<file path="src/rtl/fifo_4w2r_ctrl_pkg.sv">
// fifo_4w2r_ctrl_pkg: shared FSM states and thermometer helper for the 4-write/2-read FIFO controller
package fifo_4w2r_ctrl_pkg;
  typedef enum logic [1:0] {RUN, FLUSH, DONE} state_t;
  function automatic logic [2:0] therm_cnt(input logic [3:0] v);
    return v[0] ? (v[1] ? (v[2] ? (v[3] ? 3'd4 : 3'd3) : 3'd2) : 3'd1) : 3'd0;
  endfunction
endpackage

</file>
<file path="src/rtl/fifo_flopped_4w2r.sv">
// fifo_flopped_4w2r: flopped FIFO ordering state, advancing write/read pointers by the push/pop strobes
module fifo_flopped_4w2r
  import fifo_4w2r_ctrl_pkg::*;
#(
  parameter int DEPTH = 8
) (
  input logic       clk,
  input logic       rst,
  input logic [3:0] push,
  input logic [1:0] pop
);
  localparam int PW = DEPTH > 1 ? $clog2(DEPTH) : 1;
  logic [PW-1:0] wr_ptr, rd_ptr;
  function automatic logic [PW-1:0] adv(input logic [PW-1:0] p, input logic [2:0] n);
    int s;
    s = int'(p) + int'(n);
    return PW'(s >= DEPTH ? s - DEPTH : s);
  endfunction
  always_ff @(posedge clk) begin
    if (rst) begin
      wr_ptr <= '0;
      rd_ptr <= '0;
    end else begin
      wr_ptr <= adv(wr_ptr, therm_cnt(push));
      rd_ptr <= adv(rd_ptr, therm_cnt({2'b00, pop}));
    end
  end
endmodule

</file>
<file path="src/rtl/fifo_4w2r_ctrl.sv">
// fifo_4w2r_ctrl: occupancy/flush controller for a 4-write/2-read FIFO; FIFO_4W2R_CTRL_PERF_EN adds stall counters
module fifo_4w2r_ctrl
  import fifo_4w2r_ctrl_pkg::*;
#(
  parameter int DEPTH = 8,
  parameter int CNT_W = 4
) (
  input  logic             clk,
  input  logic             rst,
  input  logic [3:0]       in_valid,
  output logic [3:0]       in_ready,
  output logic [3:0]       push,
  output logic [1:0]       out_valid,
  input  logic [1:0]       out_ready,
  output logic [1:0]       pop,
  input  logic             flush_req,
  output logic             flush_done,
  output logic [CNT_W-1:0] occupancy,
  output logic             err_proto
`ifdef FIFO_4W2R_CTRL_PERF_EN
  ,
  output logic [15:0]      stall_in_cnt,
  output logic [15:0]      stall_out_cnt
`endif
);
  state_t state, state_nxt;
  logic [2:0] n_in, n_or;
  logic [CNT_W-1:0] occ_nxt;
  logic bad;
  int free;
  always_comb begin
    n_in = therm_cnt(in_valid);
    n_or = therm_cnt({2'b00, out_ready});
    free = DEPTH - int'(occupancy);
    bad = 1'b0;
    for (int i = 0; i < 4; i++) begin
      in_ready[i] = rst || (state == RUN && i < free);
      push[i] = !rst && in_ready[i] && i < int'(n_in);
      bad = bad | (in_valid[i] != (i < int'(n_in)));
    end
    for (int j = 0; j < 2; j++) begin
      out_valid[j] = !rst && state == RUN && j < int'(occupancy);
      pop[j] = !rst && (state == FLUSH ? j < int'(occupancy) : out_valid[j] && j < int'(n_or));
      bad = bad | (out_ready[j] != (j < int'(n_or)));
    end
    occ_nxt = occupancy + CNT_W'(therm_cnt(push)) - CNT_W'(therm_cnt({2'b00, pop}));
    flush_done = !rst && state == DONE;
    state_nxt = state == RUN ? (flush_req ? FLUSH : RUN) :
                state == FLUSH ? (occ_nxt == '0 ? DONE : FLUSH) : RUN;
  end
  always_ff @(posedge clk) begin
    if (rst) begin
      state <= RUN;
      occupancy <= '0;
      err_proto <= 1'b0;
    end else begin
      state <= state_nxt;
      occupancy <= occ_nxt;
      err_proto <= err_proto | bad;
    end
  end
`ifdef FIFO_4W2R_CTRL_PERF_EN
  always_ff @(posedge clk) begin
    if (rst) begin
      stall_in_cnt <= '0;
      stall_out_cnt <= '0;
    end else begin
      if (in_valid[0] && !in_ready[0] && stall_in_cnt != '1) stall_in_cnt <= stall_in_cnt + 16'd1;
      if (out_ready[0] && !out_valid[0] && stall_out_cnt != '1) stall_out_cnt <= stall_out_cnt + 16'd1;
    end
  end
`endif
  fifo_flopped_4w2r #(.DEPTH(DEPTH)) u_fifo (
    .clk (clk),
    .rst (rst),
    .push(push),
    .pop (pop)
  );
endmodule

</file>
<file path="config.mk">
export PLATFORM = sky130hd
export DESIGN_NAME = fifo_4w2r_ctrl
export DESIGN_NICKNAME = d
export VERILOG_FILES = /design/src/rtl/fifo_4w2r_ctrl_pkg.sv /design/src/rtl/fifo_flopped_4w2r.sv /design/src/rtl/fifo_4w2r_ctrl.sv
export SDC_FILE = /design/constraint.sdc
export NUM_CORES = 1
export LEC_CHECK = 0
export CAP_MARGIN = 5
export CORE_UTILIZATION = 48
export CTS_CLUSTER_SIZE = 14
export DETAILED_ROUTE_END_ITERATION = 10
export PLACE_DENSITY = 0.94
export SLEW_MARGIN = 20
export SYNTH_ARGS = -nofsm -noshare
export SYNTH_HDL_FRONTEND = slang
export SYNTH_HIERARCHICAL = 1
export SYNTH_SLANG_ARGS = --single-unit
</file>
<file path="constraint.sdc">
create_clock -name clk -period 6.3 [get_ports clk]
set_input_delay 1.26 -clock clk [delete_from_list [all_inputs] [get_ports clk]]
set_output_delay 1.26 -clock clk [all_outputs]
set_load 0.005 [all_outputs]
</file>
Word-level counts from Yosys, hierarchy flattened
Index checks and enable logic that the tools add are counted.

word-level totals
  word-level logic and storage cells = 77
  output and inout bits = 18
  register bits after elaboration = 7
  input port bits = 9

operators by class
  reductions and logical operators = 27
  muxes and demuxes = 18
  add/sub/neg operators = 3
  magnitude comparators = 12
  eq/ne operators = 8
  bitwise logic cells = 6

operators with widths
  operator                                                                number
  3-bit two-way mux                                                       8
  1-bit logical AND                                                       20
  2-bit two-way mux                                                       7
  3-bit by 5-bit < comparator with 1-bit output (first input constant)    2
  1-bit by 4-bit < comparator with 1-bit output (first input constant)    2
  1-bit by 3-bit < comparator with 1-bit output (first input constant)    2
  2-bit by 3-bit < comparator with 1-bit output (first input constant)    2
  1-bit inequality test                                                   6
  1-bit bitwise OR                                                        6
  1-bit by 5-bit < comparator with 1-bit output (first input constant)    1
  2-bit by 5-bit < comparator with 1-bit output (first input constant)    1
  4-bit by 4-bit subtractor with 5-bit output (first input constant)      1
  4-bit by 3-bit adder with 4-bit output                                  1
  4-bit zero test                                                         1
  1-bit logical OR                                                        4
  1-bit by 2-bit < comparator with 1-bit output (first input constant)    2
  4-bit by 2-bit subtractor with 4-bit output                             1
  1-bit two-way mux                                                       3
  2-bit by 1-bit equality test with 1-bit output (second input constant)  1
  2-bit equality test (second input constant)                             1
  2-bit zero test                                                         1
  1-bit zero test                                                         1

Longest topological paths before layout
  depth after elaboration = 16
  gate-level depth with buffers = 15
  mapped depth without buffers = 15

Worst setup path before layout
OpenSTA, ideal clock, no wires.

  path type = input to register
  from = input port rst
  to = register state[0]
  stages = 12
  buffers on the path = 1
  path slack = 2.503 ns
  library setup time = 0.117 ns
  data required time = 6.183 ns
  arrival time = 3.681 ns
  cells stage by stage = clkbuf_1 > nor2_1 > o221ai_1 > nor2_1 > fa_1 > inv_1 > ha_1 > a21o_1 > a21oi_2 > xnor2_1 > or4_4 > o211a_1

on the way
  longest elaborated chain between the ends = 13
  elaborated cells between the ends (all ways) = 34
  classes of those cells = add/sub (2); mux (11); reduce/logical (21)

RTL lines
  element                                                                      line                                           RTL
  from (decl)                                                                  fifo_4w2r_ctrl.sv:9                            input logic rst,
  1-bit zero test or 1-bit logical OR (tied branches)                          n/a
  1-bit logical AND (on tied branches) (2 in a row)                            fifo_4w2r_ctrl.sv:38, fifo_4w2r_ctrl.sv:42
  3-bit two-way mux or 1-bit logical AND (tied branches)                       fifo_4w2r_ctrl_pkg.sv:5, fifo_4w2r_ctrl.sv:43
  3-bit two-way mux or 1-bit two-way mux (tied branches)                       fifo_4w2r_ctrl_pkg.sv:5, fifo_4w2r_ctrl.sv:43
  3-bit two-way mux or 1-bit logical AND (tied branches)                       fifo_4w2r_ctrl_pkg.sv:5, fifo_4w2r_ctrl.sv:43
  3-bit two-way mux or 2-bit two-way mux (tied branches)                       fifo_4w2r_ctrl_pkg.sv:5                        return v[0] ? (v[1] ? (v[2] ? (v[3] ? 3'd4 : 3'd3) : 3'd2) : 3'd1) : 3'd0;
  4-bit by 3-bit adder with 4-bit output or 2-bit two-way mux (tied branches)  fifo_4w2r_ctrl.sv:46, fifo_4w2r_ctrl_pkg.sv:5
  4-bit by 2-bit subtractor with 4-bit output                                  fifo_4w2r_ctrl.sv:46                           occ_nxt = occupancy + CNT_W'(therm_cnt(push)) - CNT_W'(therm_cnt({2'b00, pop}));
  4-bit zero test                                                              fifo_4w2r_ctrl.sv:49                           state == FLUSH ? (occ_nxt == '0 ? DONE : FLUSH) : RUN;
  2-bit two-way mux (2 in a row)                                               fifo_4w2r_ctrl.sv:49
  2-bit two-way mux                                                            fifo_4w2r_ctrl.sv:48                           state_nxt = state == RUN ? (flush_req ? FLUSH : RUN) :
  to (signal assigned)                                                         fifo_4w2r_ctrl.sv:57                           state <= state_nxt;
  to (decl)                                                                    fifo_4w2r_ctrl.sv:26                           state_t state, state_nxt;

Several ways; a longest one is shown, not always the timed one.
A chain may end at the register's enable or synchronous reset.

Worst setup path in the final report
  from = input port rst
  to = output port pop[1]

on the way
  longest elaborated chain between the ends = 6

RTL lines
  element                         line                                        RTL
  1-bit zero test *               fifo_4w2r_ctrl.sv:42, fifo_4w2r_ctrl.sv:43
  1-bit logical AND (2 in a row)  fifo_4w2r_ctrl.sv:42                        out_valid[j] = !rst && state == RUN && j < int'(occupancy);
  1-bit logical AND               fifo_4w2r_ctrl.sv:43                        pop[j] = !rst && (state == FLUSH ? j < int'(occupancy) : out_valid[j] && j < int'(n_or));
  1-bit two-way mux               fifo_4w2r_ctrl.sv:43
  1-bit logical AND *             fifo_4w2r_ctrl.sv:43
  to (decl)                       fifo_4w2r_ctrl.sv:15                        output logic [1:0] pop,

Every way passes the cells marked *; elsewhere a longest branch is shown, timed or not.

==> flow_metrics.tcl <==
set metrics [dict create \
    postCtsHoldBufs 0 \
    skew_ns 0.000901 \
    gp_congestion 0.979 \
    status "completed" \
    grt_overflow_total 0 \
    worst_pin_slew_ns 0.523 \
    drt-total-wl_mm 2.19 \
    fmax_ghz 0.226 \
    synth_warnings 6 \
    htreeDepth 1 \
    setup_viol 0 \
    syn_inst 109 \
    synth_nets 126 \
    fin_area_um2 1080 \
    async_reset_ff_share_pct 0 \
    avgViaCountPerCell 5.78 \
    yosys.area.top_type "dfxtp_1" \
    final_max_slew_viol_count 0 \
    dr.pass1.iters 4 \
    dieArea_um2 1810 \
    diodes 0 \
    max-vdd-ir-drop_uv 325 \
    drt_iter0_drc 45 \
    worst_slack_ns 1.88 \
    num_vias 879 \
    crit_family "buffers and inverters" \
    post-place-ws_ns 1.76 \
    critPathLaunchType "input port" \
    maxCapViolCount 0 \
    hp-class "flip-flop to flip-flop" \
    portBuffers 26 \
    dieWidth_um 42.6 \
    clockBufferDepth 2 \
    path_common_cell "clkdlybuf4s50_1" \
    crit_path_top_delay_cell "clkdlybuf4s50_1" \
    crit_type "input port to primary output" \
    fin_crit_ns 4.42 \
    drc 0 \
    final_layout_size_suffix_gt1_share_pct 9.56 \
    synth_cell_type_count 40 \
    synth_edf_count 0 \
    ys_seq_area_share_pct 17.7 \
    clock-sinks 7 \
    worstPathArrival_ns 3.16 \
    grt_antenna_before_repair 0 \
    grt_util_all_layers_pct 26.9 \
    p_per_area_nw_per_um2 460 \
    final_cells 152 \
    grt_pass1_wl_mm 3.64 \
    post_cts_resized 0 \
    root_buffer "clkbuf_4" \
    row_count 14 \
    slowest_delay_ns 0.63 \
    cp.required_ns 5.04 \
    core_area_um2 1520 \
    end_kind "primary output" \
    wl_per_cell_um 14.4 \
    ios 27 \
    area_growth_pct 37.2 \
    crit_path_cell_trace "clkdlybuf4s50_1, or3_1, nor3_1, clkdlybuf4s50_1" \
    cts_buffers 3 \
    clock_latency_ns 0.25 \
    synth_area_leaders "dfxtp_1, ha_1, inv_1, nand2_1, nor2_1" \
    synthFlopType "dfxtp_1" \
    dpl_cell_area_um2 1060 \
    p_total_mw 0.499 \
    grt_max_degree 16 \
    crit_fanout 12 \
    crit_buf_inv 2 \
    start_util_pct 51.9 \
    rsz0062_at_grt "false" \
    netlist_area_um2 791 \
    finalCritPeriodShare_pct 70.1 \
    ant_nets 0 \
    dpl.cell_count 148 \
    yosysTopAreaCellShare_pct 17.7 \
    maxSlewHeadroom_pct 65.1 \
    ys_ff_latch 7 \
    hold_viol 0 \
    postCtsSetupBuffers 0 \
    hpwl_mm 1.82 \
    leakagePower_nw 0.464 \
    cts_tree "built" \
    clk_pin_slew_worst_paths_ns 0.05 \
    final_nets 154 \
    hold_slack_ns 0.523 \
    grt_pass1_vias 817 \
    setup_tns_ns 0 \
    synth.avg_cell_area_um2 7.25 \
    final_core_util_pct 71.2 \
    fp.dieH_um 42.6 \
    fillers 119 \
]
path summary, 6_finish.rpt:
kind                                             to               startpoint  depth (start not counted)  slack [ns]
worst min register to register  state[1]$_SDFF_PP0_      state[1]$_SDFF_PP0_                          1        0.52
worst max register to register  state[0]$_SDFF_PP0_  occupancy[0]$_SDFF_PP0_                         15        2.44
worst max-delay path                         pop[1]                      rst                          4        1.88
worst min-delay path            state[1]$_SDFF_PP0_      state[1]$_SDFF_PP0_                          1        0.52
synth_stat cells, types with 2 or more instances:
cell type	number
inv_1	15
nand2_1	11
nor2_1	11
dfxtp_1	7
ha_1	6
nor3_1	5
a21oi_1	4
and2_1	3
o21ai_1	3
xnor2_1	3
a21o_1	2
a21oi_2	2
clkbuf_1	2
fa_1	2
nand2b_1	2
nand3_1	2
nor2b_1	2
nor3_2	2
o21ai_0	2
o22ai_1	2
o31ai_1	2
sequential cells by signal, summed over array words and instances (netlist names):
name / flops
occupancy: 4
state: 2
err_proto: 1
report_power, final:
group | total (mW) | leakage [nW] | internal (mW) | switching [mW]
sequential | 0.0917 | 0.0580 | 0.0583 | 0.0333
clock | 0.0407 | 0.0150 | 0.0242 | 0.0165
combinational | 0.367 | 0.391 | 0.187 | 0.180
cell type report:
cell class / instances / area [µm²] / area share [%]
repair buffers: 26 / 260 / 24.0
clock buffers: 4 / 26.3 / 2.42
well taps: 16 / 20.0 / 1.85
multi-input cells: 83 / 578 / 53.3
flip-flops and latches: 7 / 140 / 12.9
inverters: 16 / 60.1 / 5.54
cells by family after synthesis:
family	count (synthesis)	synth area share [%]
AOI/OAI and AO/OA	22	19.6
DFF	7	17.7
and+or+nand+nor	49	34.5
buffers and inverters	19	9.18
adders and majority gates	8	14.6
xor gates and xnor gates	4	4.43
routing by layer:
metal | global-route usage, % | wire (µm)
met1 | 31.5 | 873
met2 | 48.0 | 1150
met3 | 3.45 | 134
met4 | 12.5 | 40
met5 | 0 | 0
layout by cell type (no fill, tap or decap), types with 2 or more instances in the layout:
master	instances
fa_1	2
and2_1	3
clkdlybuf4s50_1	26
nor2b_1	2
o21ai_0	2
nor3_2	2
a21oi_1	4
nor2_1	11
nand3_1	2
o22ai_1	2
nand2b_1	2
nand2_1	11
o21ai_1	3
ha_1	6
a21o_1	2
xnor2_1	3
inv_1	15
clkbuf_4	3
dfxtp_1	7
a21oi_2	2
nor3_1	5
o31ai_1	2
(Power assumes the default switching activity.)
==> RTL edit 1, RTL diff (config.mk and constraints unchanged) <==
Add a define of `FIFO_4W2R_CTRL_PERF_EN`.
--- a/src/rtl/fifo_4w2r_ctrl.sv
+++ b/src/rtl/fifo_4w2r_ctrl.sv
@@ -1,2 +1,4 @@
 // fifo_4w2r_ctrl: occupancy/flush controller for a 4-write/2-read FIFO; FIFO_4W2R_CTRL_PERF_EN adds stall counters
+`define FIFO_4W2R_CTRL_PERF_EN
+
 module fifo_4w2r_ctrl
Function (old outputs only; new: stall_in_cnt and stall_out_cnt): kept (Yosys induction, for registers that start in step).
==> RTL edit 1 against the unedited design <==
Cell area rose to 2.9 times the old value. Sequential cell count up 32. Hold slack worse by 0.0032 ns. Routed wire length rose to 2.8 times the old value. Area after synthesis rose to 3.1 times the old value. Worst setup slack worse by 0.24 ns. Power up 95%. Register-to-register slack better by 0.11 ns. Critical path type unchanged. Critical endpoint is now push[3]. Largest power group unchanged.
==> RTL edit 1: results (changes against the unedited design) <==
Critical path
  – Register-to-register setup slack: 2.55 ns (+0.11 ns)
  – Reg2reg end: state[0]$_SDFF_PP0_
  – FF-to-FF path depth: 13 (-2)
  – Worst EP arrival: 3.40 ns (+0.24 ns)
  – CP max stage delay: 0.73 ns (+0.10 ns)
  – CP Max Fanout: 17 (+5)
  – Slowest-stage cell, CP: clkdlybuf4s50_1
  – CP endpoint: push[3]

Worst hold path
  – Hold wc startpoint: stall_in_cnt[5]$_SDFFE_PP0P_
  – Min-Delay Path Depth: 1 (unchanged)
  – Hold endpoint: stall_in_cnt[5]$_SDFFE_PP0P_

GRT
  – Total global routing overflow: 0 (unchanged)
  – Global-route wire length before repair: 9970 um (+170%)
  – GR Util All Layers: 0.238 (-0.0310)
  – Largest net degree at the start of global routing: 27 (+11)
  – Initial antenna violation count: 0 (unchanged)
  – Vias in the first global route: 2,344 (+190%)

Clocking
  – Root Driver: clkbuf_8
  – Clock Latency Late Sink: 0.31 ns (+0.06 ns)
  – H-Tree Depth: 2 (+1)
  – CTS Buf Count: 5 (+2)
  – Post-CTS sizing: 0 (unchanged)

Synthesis
  – Area contributors post-synth: dfxtp_1 32%, nor2_1 4.5%, a21oi_1 4.3%, ha_1 4.1%, inv_1 4.0%
  – Synth unique cells: 59 (+48%)
  – Post-synthesis sequential area ratio: 0.320 (+0.142)
  – YS warnings: 6 (unchanged)
  – Instance count of the mapped netlist: 298 (+170%)
  – Top cells by count, synth: 39 x dfxtp_1, 29 x nor2_1, 26 x inv_1
  – Ys async rst share: 0 (unchanged)
  – Syn Nets: 317 (+150%)

Timing
  – PnR worst setup slack: 1.64 ns (-0.244 ns)
  – WHS: 0.519 ns (-0.00323 ns)
  – Skew final: 0.0150 ns (+0.0141 ns)
  – Worst-margin pin slew: 0.777 ns (+0.254 ns)

Cells and area
  – Nets: 373 (+140%)
  – Regs by FF count: stall_in_cnt x16, stall_out_cnt x16, occupancy x4
  – Fillers: 440 (+270%)
  – Share of layout cells above drive strength 1: 0.0761 (-0.0195)
  – Layout Cells excl Fill: 422 (+180%)

Routing
  – Drt total wl: 6070 um (+180%)
  – DR vias/cell: 5.80 (+0.23%)
  – Initial DRC Count: 136 (+200%)

Placement
  – Number of placed instances, taps included: 414 (+180%)
  – Gpl congestion: 0.887 (-9.4%)
  – DP Area: 3060 sq um (+190%)
  – Pre-CTS setup slack: 1.67 ns (-0.0952 ns)
  – Post-DP HPWL: 4540 um (+150%)
  – Port bufs: 58 (+120%)

Pwr
  – Leak: 1.11 nW (+140%)
  – Max IR drop VDD: 0.000192 V (-41%)
  – Sw Pwr: 392 uW (+71%)

Outcome
  – Status: complete, no violations
RTL edit 1: changes by cell type after synthesis, moves of 8 or more:
| cell | change |
|---|---|
| nand4_1 | +12 |
| dfxtp_1 | +32 |
| inv_1 | +11 |
| xnor2_1 | +8 |
| a21oi_1 | +17 |
| nand3_1 | +10 |
| nor2_1 | +18 |
| nand2_1 | +11 |
RTL edit 1: final cells by class:
type / instances / area [sq um] / area share
Clock inverter: 3 / 15.0 / 0.00477
Timing Repair Buffer: 59 / 588 / 0.187
Clock buffer: 5 / 68.8 / 0.0219
Tap cell: 67 / 83.8 / 0.0266
Sequential cell: 39 / 781 / 0.248
Inverter: 26 / 97.6 / 0.0310
Multi-Input combinational cell: 223 / 1510 / 0.481
RTL edit 1: logic make-up (layout without fill, tap and decap cells):
logic type                 Yosys count  in the layout  share of synthesized area
AOI/OAI and AO/OA                   66             66                      0.202
muxes                                7              7                     0.0292
buffers and inverters               36             93                     0.0604
adders and majority gates           10             10                     0.0574
xor gates and xnor gates            11             11                     0.0394
DFF                                 39             39                      0.320
and+or+nand+nor                    129            129                      0.292
RTL edit 1: metal layers:
layer | track usage | wire [um] | vias to the layer above
li1 | - | - | 1199
met1 | 0.278 | 2640 | 1143
met2 | 0.402 | 2910 | 89
met3 | 0.0480 | 355 | 15
met4 | 0.145 | 167 | 0
met5 | 0 | 0 | -
RTL edit 1: power by group through the flow:
stage / Clock [mW] / Combinational, mW / Sequential, mW
floorplan: 0 / 0.345 / 0.304
global placement: 0 / 0.463 / 0.326
detailed placement: 0 / 0.478 / 0.328
CTS: 0.170 / 0.482 / 0.323
global route: 0.178 / 0.534 / 0.330
finish: 0.168 / 0.484 / 0.324
==> RTL edit 2, RTL diff (config.mk and constraints unchanged) <==
Without the edit above. Put one more register stage on the output `err_proto`, with the module's reset. The value now appears one clock later. The other outputs are not delayed to match.
--- a/src/rtl/fifo_4w2r_ctrl.sv
+++ b/src/rtl/fifo_4w2r_ctrl.sv
@@ -25,2 +25,4 @@
 );
+
+  logic err_proto_s0;
   state_t state, state_nxt;
@@ -54,3 +56,3 @@
       occupancy <= '0;
-      err_proto <= 1'b0;
+      err_proto_s0 <= 1'b0;
     end else begin
@@ -58,3 +60,3 @@
       occupancy <= occ_nxt;
-      err_proto <= err_proto | bad;
+      err_proto_s0 <= err_proto_s0 | bad;
     end
@@ -78,2 +80,10 @@
   );
+  always_ff @(posedge clk) begin
+    if (rst) begin
+      err_proto <= '0;
+    end else begin
+      err_proto <= err_proto_s0;
+    end
+  end
+
 endmodule
Behaviour: not the same (Yosys sat finds a counterexample within 4 cycles, from zero or initial values and one cycle with rst high).
==> RTL edit 2 against the unedited design <==
Sequential cell count grew 1. Combinational power is essentially flat. Worst setup slack gained 0.030 ns. Sequential power grew 6.5%. Power grew 1.3%. Area after synthesis grew 3.3%. Cell area grew 2.1%. Via count grew 5.0%. Synthesized cell count grew 1.8%. Non-clock buffer count is the same. Register-to-register slack gained 0.06 ns. Routed wire length grew 2.1%. Critical path type unchanged. Critical endpoint unchanged. Largest power group unchanged.
==> RTL edit 2: results (changes against the unedited design) <==
GRT
  – GR Util All Layers: 0.278 (+0.00893)
  – Vias in the first global route: 923 (+13%)
  – Total global routing overflow: 0 (unchanged)
  – Largest net degree at the start of global routing: 16 (unchanged)
  – Initial antenna violation count: 0 (unchanged)
  – Global-route wire length before repair: 3910 um (+7.4%)

Synthesis
  – Ys async rst share: 0 (unchanged)
  – Top cells by count, synth: 15 x inv_1, 11 x nand2_1, 11 x nor2_1
  – YS warnings: 6 (unchanged)
  – Syn Nets: 128 (+1.6%)
  – Post-synthesis sequential area ratio: 0.196 (+0.0188)
  – Synth unique cells: 41 (+2.5%)
  – Ys flop type: dfxtp_1
  – Area contributors post-synth: dfxtp_1 20%, ha_1 9.2%, inv_1 6.9%, nand2_1 5.1%, nor2_1 5.1%
  – Syn_area_per_cell: 7.36 sq um (+1.5%)

Outcome
  – Status: complete, no violations

Pwr
  – Leak: 0.473 nW (+2.0%)
  – Max IR drop VDD: 0.000300 V (-7.6%)

Worst hold path
  – HP Class: flip-flop to flip-flop

Clocking
  – Post-CTS sizing: 0 (unchanged)
  – Setup Buffers After CTS: 0 (unchanged)
  – Clock Path Buffers: 2 (unchanged)
  – Clock Latency Late Sink: 0.26 ns
  – Root Driver: clkbuf_4
  – Hold_buf cts: 0 (unchanged)
  – H-Tree Depth: 1 (unchanged)
  – Reg clk slew, reported paths: 0.05 ns (about the same)
  – CTS Buf Count: 3 (unchanged)

Placement
  – Gpl congestion: 0.931 (-4.9%)
  – Post-DP HPWL: 1770 um (-2.4%)
  – Pre-CTS setup slack: 1.81 ns (+0.0474 ns)
  – DP Area: 1080 sq um (+2.5%)
  – Port bufs: 26 (unchanged)

Critical path
  – CP Max Fanout: 13 (+1)
  – CP max stage delay: 0.64 ns
  – Slowest-stage cell, CP: clkdlybuf4s50_1
  – Delay-heaviest family, CP: buffers and inverters

Routing
  – Met2 Wirelength: 1110 um (-3.1%)
  – DR vias/cell: 6.03 (+4.3%)
  – WL met3: 168 um (+25%)
  – Initial DRC Count: 16 (-64%)
  – Average routed wire per standard cell: 14.6 um (+1.4%)
  – Wl on met1: 870 um (-0.34%)
  – Drt pass-1 iters: 4 (unchanged)
  – Top Metal Used: met4

Cells and area
  – Share of layout cells above drive strength 1: 0.0949 (-0.000698)
  – Nets: 156 (+1.3%)
  – Layout Cells excl Fill: 153 (+0.66%)
  – # diodes: 0 (unchanged)
  – Regs by FF count: occupancy x4, state x2

Die
  – Core area: 1540 sq um (+1.1%)

Timing
  – Rel. slew slack: 0.639 (-0.0118)
  – Skew final: 0.00179 ns (+0.000890 ns)
-- RTL edit 2: path summary, 6_finish.rpt --
check	start	to	slack [ns]	depth (start not counted)
max	rst	pop[1]	1.91	4
min	err_proto_s0$_SDFF_PP0_	err_proto$_SDFF_PP0_	0.48	1
max reg2reg	occupancy[1]$_SDFF_PP0_	state[0]$_SDFF_PP0_	2.50	15
min reg2reg	err_proto_s0$_SDFF_PP0_	err_proto$_SDFF_PP0_	0.48	1
-- RTL edit 2: kinds of logic after synthesis --
logic type      after synthesis  synth area share
flops                         8             0.196
xor+xnor                      4            0.0429
simple gates                 50             0.342
buf+inv                      19            0.0888
fa+ha+maj                     8             0.141
compound gates               22             0.190
-- RTL edit 2: per-layer routing --
layer,global-route usage,up-vias
met5,0,-
met4,0.212,0
li1,-,434
met1,0.317,424
met2,0.460,54
met3,0.0383,11
-- RTL edit 2: per-stage QoR --
stage               power, mW  utilization
floorplan               0.334            -
global placement        0.442        0.704
detailed placement      0.460        0.704
CTS                     0.503        0.718
global route            0.552        0.718
finish                  0.505        0.718
-- RTL edit 2: layout make-up --
| type | count | area [sq um] |
|---|---|---|
| clock buffer | 3 | 22.5 |
| sequential | 8 | 160 |
| tap | 16 | 20.0 |
| multi-input combinational | 84 | 584 |
| fill | 131 | 434 |
| inverter | 16 | 60.1 |
| timing repair buffer | 26 | 260 |
-- RTL edit 2: report_power, final --
group	internal (mW)	switching [mW]	leakage, nW	total, mW
sequential	0.0650	0.0327	0.0663	0.0977
combinational	0.187	0.179	0.392	0.367
clock	0.0219	0.0192	0.0138	0.0411
total	0.274	0.231	0.473	0.505
